$ cat src/rtl/mem_pkg.sv
// Shared memory-request definitions for the request FIFO and mem_shim.
// Command encodings, field widths and the stored request record.
package mem_pkg;

  localparam logic [1:0] CMD_NOOP  = 2'd0;
  localparam logic [1:0] CMD_RSVD  = 2'd1;
  localparam logic [1:0] CMD_READ  = 2'd2;
  localparam logic [1:0] CMD_WRITE = 2'd3;

  localparam int MEM_ADDR_W = 22;
  localparam int MEM_DATA_W = 64;

  typedef struct packed {
    logic [1:0]            cmd;
    logic [MEM_ADDR_W-1:0] addr;
    logic [MEM_DATA_W-1:0] dta;
  } mem_req_t;

endpackage

$ cat src/rtl/mem_req_ram.sv
// Simple dual-port storage array for queued memory requests.
// Synchronous write, asynchronous read; contents are never reset.
module mem_req_ram #(
  parameter int DEPTH = 16,
  parameter int WIDTH = 88,
  parameter int AW    = $clog2(DEPTH)
) (
  input  logic             clk,
  input  logic             i_we,
  input  logic [AW-1:0]    i_waddr,
  input  logic [WIDTH-1:0] i_wdata,
  input  logic [AW-1:0]    i_raddr,
  output logic [WIDTH-1:0] o_rdata
);

  logic [WIDTH-1:0] r_mem [DEPTH];

  // Store one record per accepted push.
  always_ff @(posedge clk) begin
    if (i_we) r_mem[i_waddr] <= i_wdata;
  end

  assign o_rdata = r_mem[i_raddr];

endmodule

$ cat src/rtl/mem_req_fifo.sv
// First-word-fall-through request queue in front of mem_shim.
// Drops NOOP pushes, flags almost-full and latches overflow.
module mem_req_fifo
  import mem_pkg::*;
#(
  parameter int DEPTH     = 16,
  parameter int AF_MARGIN = 4
) (
  input  logic                    clk,
  input  logic                    rst,
  input  logic [1:0]              mem_req_wr_cmd,
  input  logic [MEM_ADDR_W-1:0]   mem_req_wr_addr,
  input  logic [MEM_DATA_W-1:0]   mem_req_wr_dta,
  input  logic                    mem_req_wr_en,
  output logic                    mem_req_wr_almost_full,
  output logic                    mem_req_wr_overflow,
  output logic [1:0]              mem_req_rd_cmd,
  output logic [MEM_ADDR_W-1:0]   mem_req_rd_addr,
  output logic [MEM_DATA_W-1:0]   mem_req_rd_dta,
  output logic                    mem_req_rd_valid,
  input  logic                    mem_req_rd_en,
  output logic [$clog2(DEPTH):0]  mem_req_level
);

  localparam int AW = $clog2(DEPTH);
  localparam int CW = AW + 1;
  localparam int RW = $bits(mem_req_t);

  localparam logic [CW-1:0] FULL_LVL = CW'(DEPTH);
  localparam logic [CW-1:0] AF_LVL   = CW'(AF_MARGIN);
  localparam logic [AW-1:0] PTR_ONE  = AW'(1);
  localparam logic [CW-1:0] CNT_ONE  = CW'(1);

  logic [AW-1:0] r_wr_ptr;
  logic [AW-1:0] r_rd_ptr;
  logic [CW-1:0] r_count;
  logic          r_ovf;

  logic          w_valid;
  logic          w_full;
  logic          w_push_req;
  logic          w_pop;
  logic          w_push;
  logic          w_drop;
  mem_req_t      w_wr_rec;
  logic [RW-1:0] w_rd_raw;
  mem_req_t      w_head;

  assign w_valid    = (r_count != '0);
  assign w_full     = (r_count == FULL_LVL);
  assign w_push_req = mem_req_wr_en && (mem_req_wr_cmd != CMD_NOOP);
  assign w_pop      = mem_req_rd_en && w_valid;
  assign w_push     = w_push_req && (!w_full || w_pop);
  assign w_drop     = w_push_req && w_full && !w_pop;

  assign w_wr_rec = '{cmd:  mem_req_wr_cmd,
                      addr: mem_req_wr_addr,
                      dta:  mem_req_wr_dta};

  mem_req_ram #(
    .DEPTH (DEPTH),
    .WIDTH (RW),
    .AW    (AW)
  ) u_ram (
    .clk     (clk),
    .i_we    (w_push),
    .i_waddr (r_wr_ptr),
    .i_wdata (w_wr_rec),
    .i_raddr (r_rd_ptr),
    .o_rdata (w_rd_raw)
  );

  // Advance pointers and occupancy on accepted pushes and pops.
  always_ff @(posedge clk or posedge rst) begin
    if (rst) begin
      r_wr_ptr <= '0;
      r_rd_ptr <= '0;
      r_count  <= '0;
    end else begin
      if (w_push) r_wr_ptr <= r_wr_ptr + PTR_ONE;
      if (w_pop)  r_rd_ptr <= r_rd_ptr + PTR_ONE;
      if (w_push && !w_pop)      r_count <= r_count + CNT_ONE;
      else if (w_pop && !w_push) r_count <= r_count - CNT_ONE;
    end
  end

  // Sticky record of any push lost to a full queue.
  always_ff @(posedge clk or posedge rst) begin
    if (rst)         r_ovf <= 1'b0;
    else if (w_drop) r_ovf <= 1'b1;
  end

  assign w_head = w_rd_raw & {RW{w_valid}};

  assign mem_req_rd_valid       = w_valid;
  assign mem_req_rd_cmd         = w_head.cmd;
  assign mem_req_rd_addr        = w_head.addr;
  assign mem_req_rd_dta         = w_head.dta;
  assign mem_req_wr_almost_full = (FULL_LVL - r_count) <= AF_LVL;
  assign mem_req_wr_overflow    = r_ovf;
  assign mem_req_level          = r_count;

endmodule

$ cat config.mk
export PLATFORM = sky130hd
export DESIGN_NAME = mem_req_fifo
export DESIGN_NICKNAME = d
export VERILOG_FILES = /design/src/rtl/mem_pkg.sv /design/src/rtl/mem_req_ram.sv /design/src/rtl/mem_req_fifo.sv
export SDC_FILE = /design/constraint.sdc
export NUM_CORES = 1
export LEC_CHECK = 0
export BUFFER_PORTS_ARGS = -buffer_cell sky130_fd_sc_hd__buf_2
export CORE_MARGIN = 4
export CORE_UTILIZATION = 29
export DETAILED_ROUTE_END_ITERATION = 10
export PLACE_DENSITY = 0.48
export SETUP_SLACK_MARGIN = 0.02
export SLEW_MARGIN = 10
export SYNTH_ARGS = -nofsm -noshare
export SYNTH_HDL_FRONTEND = slang
export SYNTH_SLANG_ARGS = --single-unit
export TNS_END_PERCENT = 30
$ cat constraint.sdc
create_clock -name clk -period 22.5 [get_ports clk]
set_input_delay 3.375 -clock clk [delete_from_list [all_inputs] [get_ports clk]]
set_output_delay 3.375 -clock clk [all_outputs]
set_load 0.05 [all_outputs]
==> summary.txt <==
Outcome
  • Status: finished, final reports clean

Detailed routing
  • WL final: 148,000 um
  • Pre-antenna DRT Iters: 5
  • DR WL/cell: 25.2 um
  • Iteration-0 DRC Markers: approximately 2,000
  • Vias: about 28,000
  • DR vias/cell: 4.76
  • DRC Markers: 0
  • Post-route ant nets: 0

Logic synthesis
  • Post-Synth Adder-Cell Area: 0.00283
  • Syn Area/Cell: 18.5 um2
  • Main combinational cell family by area after synthesis: multiplexers
  • Syn Nets: 3,115
  • Unique cell type count in the Yosys netlist: 37
  • Yosys reg bits: 1,422
  • Largest area contributor in the netlist: edfxtp_1
  • Post-synth EDFFs: 1,408
  • FFs w/ async S/R, synth: 0.00985
  • Post-Syn Area: 0.0556 mm2
  • Synth top area share: 0.760
  • Post-synthesis compound-gate area fraction: 0.0494
  • Post-synthesis sequential area ratio: 0.766
  • Xor and xnor fraction of the mapped netlist area: 0.00142
  • Post-synthesis mux area share: 0.127
  • Dominant cells by area after synthesis: edfxtp_1 (76%), mux2i_1 (13%), a22oi_1 (4.7%), nand3_1 (1.6%), buf_12 (1.2%)
  • Cell count after synthesis: 3,011
  • Simple logic cell fraction of the synthesized area: 0.0255
  • Synth warnings: 0
  • Post-synth top flop: edfxtp_1

Timing
  • Normalized max-slew margin: 0.125
  • Fmax: 0.100 GHz
  • Slew of the pin with the lowest slew margin: 1310 ps
  • Clk_skew: 20.7 ps
  • Max-slew violations: 0
  • Final Cycle Share: 0.443
  • Final Critical Period: 9960 ps
  • RSZ-0062 raised after global routing: no
  • TNS Setup: 0 ps
  • Setup violators final: 0
  • Fin worst setup slack: ~13,000 ps
  • Hold Violations, Final: 0

Layout
  • Area growth syn-to-layout: 14.5%
  • Area taken by multi-input logic gates: 0.0116 mm2
  • Sequential cell area: 0.0426 mm2
  • FILL cells: 18,032
  • Leading cell type in the layout, fill and taps excluded: edfxtp_1
  • Commonest non-fill, non-tap cells in the layout: edfxtp_1 (1,408), mux2i_1 (704), a22oi_1 (352), buf_2 (187), nand3_1 (177)
  • Final net count: 3,335
  • Final cell count without fillers: 5,878
  • Share of cells above drive strength 1: 0.144
  • Design area: ~0.064 mm2

Clock network
  • Clock Pin Slew Worst Setup and Hold Paths: roughly 50 ps
  • Clk sinks: around 1,400
  • Number of hold buffers added after cts: 0
  • CTS root buf: clkbuf_16
  • Resize count post-CTS: 0
  • Worst-Skew Late Latency: 780 ps
  • Clock Tree Buf Depth: 3
  • Depth of the CTS H-tree: 4
  • Post-CTS Setup Inserts: 0
  • TritonCTS clock tree: done
  • CTS buffer count: ~150

Floorplan
  • Initial core utilization: 0.292
  • Die height: 446 um
  • DIE WIDTH: 446 um
  • Core box area: between 0.15 and 0.2 mm2
  • Row count: 160
  • Die Footprint: 0.199 mm2
  • Top-level port count: 188

Power
  • PD cells: 137 mW/mm2
  • Leak: 0.0220 uW
  • Pint: around 5400 uW
  • Seq pwr share: 0.367
  • Peak VDD IR: 0.110 mV
  • Final Power: 8710 uW
  • Clock power share: 0.277
  • Switching Share: 0.382
  • Switching pwr: 3330 uW
  • Logic gate share of total power: 0.356

Global route
  • Met3 usage: 0.0257
  • Global-route wire length before repair: 210,000 um
  • Met1 Use GR: 0.197
  • Vias in the first global route: 28,468
  • Total GRT Usage: 0.146
  • Total grt overflow: 0
  • Gr busiest metal: met2
  • Largest net degree at the start of global routing: 128
  • Antenna violations before repair: 35
  • M2 GR Usage: 0.242

Place
  • Placed Area: 0.0589 mm2
  • Port Buf Inserts: 187
  • Placed instance count: 5,589
  • Routability Congestion: 0.691
  • Placement Setup Slack: around 13,000 ps
  • HPWL Detailed: 69,600 um

Worst setup path
  • Reg-to-reg slack, setup: 17,660 ps
  • R2R depth: 9
  • Worst setup SP type: register
  • FF-to-FF End: u_ram.r_mem[8][49]
  • Arrival time worst endpoint: 6580 ps
  • CP required: 19,120 ps
  • Worst Setup End Kind: primary output
  • Worst-path fanout max: 61
  • CP Class: register to primary output
  • Launch point of the worst reg-to-reg path: mem_req_level[0]

Hold path
  • Min-delay src: mem_req_wr_overflow
  • Hold EP: mem_req_wr_overflow
  • Worst Hold Depth: 1
  • Worst Hold Class: register to register

Job
  • Max-cap violations: 0
registers in the layout (all words and copies together) (netlist names):
register / count
mem_req_wr_overflow: 1
u_ram.r_mem: 1408
mem_req_level: 5
r_rd_ptr: 4
r_wr_ptr: 4
worst max-delay path by stage:
stage | slack (ps) | from | cells after the start | end
final | 12540 | r_rd_ptr[0] | 9 | mem_req_rd_addr[15]
after detailed placement | 13360 | r_rd_ptr[0] | 9 | mem_req_rd_addr[15]
after global routing | 12230 | r_rd_ptr[0] | 9 | mem_req_rd_addr[15]
after CTS | 12460 | r_rd_ptr[0] | 9 | mem_req_rd_addr[15]
after floorplan | 11860 | mem_req_rd_en | 5 | u_ram.r_mem[3][0]
after global placement | 13340 | r_rd_ptr[0] | 9 | mem_req_rd_addr[15]
synthesized netlist by cell type (11+ instances only):
cell type	instances
edfxtp_1	1408
mux2i_1	704
a22oi_1	352
nand3_1	177
nand2_1	101
buf_2	61
buf_12	34
clkbuf_1	31
clkbuf_4	29
nor2_1	15
dfrtp_1	14
ha_1	11
cells by family after synthesis:
logic type / Yosys count
AOI/OAI and AO/OA: 367
xor gates and xnor gates: 9
DFF: 1422
muxes: 705
adders and majority gates: 12
buffers and inverters: 187
and+or+nand+nor: 309
metal layers:
metal,routed length (um),share of wire
met5,40,0.00027
met4,3180,0.021
met3,6050,0.041
met2,71900,0.49
met1,66900,0.45
power by group through the flow:
stage / Combinational (uW) / Clock (uW) / Sequential [uW]
3_3_place_gp: 3170 / 0 / 3250
4_1_cts: 3180 / 2480 / 3200
3_5_place_dp: 3170 / 0 / 3260
6_report: 3100 / 2410 / 3200
5_1_grt: 3310 / 2590 / 3210
2_1_floorplan: 2320 / 0 / 3270
critical path, stage by stage, from the launching register on:
cell,delay (ps)
dfrtp_4,840
buf_4,760
buf_4,850
buf_4,950
buf_4,980
mux2i_1,180
a22oi_1,230
nand3_1,140
nand2_1,310
buf_2,330
layout make-up:
cell class,instances,share of cell area
clock inverter,87,0.0115
multi-input combinational,1402,0.182
antenna,12,0.000472
timing repair buffer,247,0.0228
clock buffer,190,0.0636
sequential,1422,0.670
tap,2511,0.0493
inverter,7,0.000413
metrics by stage:
| stage | hold WS, ps | utilization |
|---|---|---|
| after floorplan | 460 | - |
| after global placement | 474 | 0.309 |
| after detailed placement | 482 | 0.309 |
| after CTS | 504 | 0.334 |
| after global routing | 520 | 0.334 |
| final | 491 | 0.334 |
No activity file was read; power rests on OpenSTA's default activity.
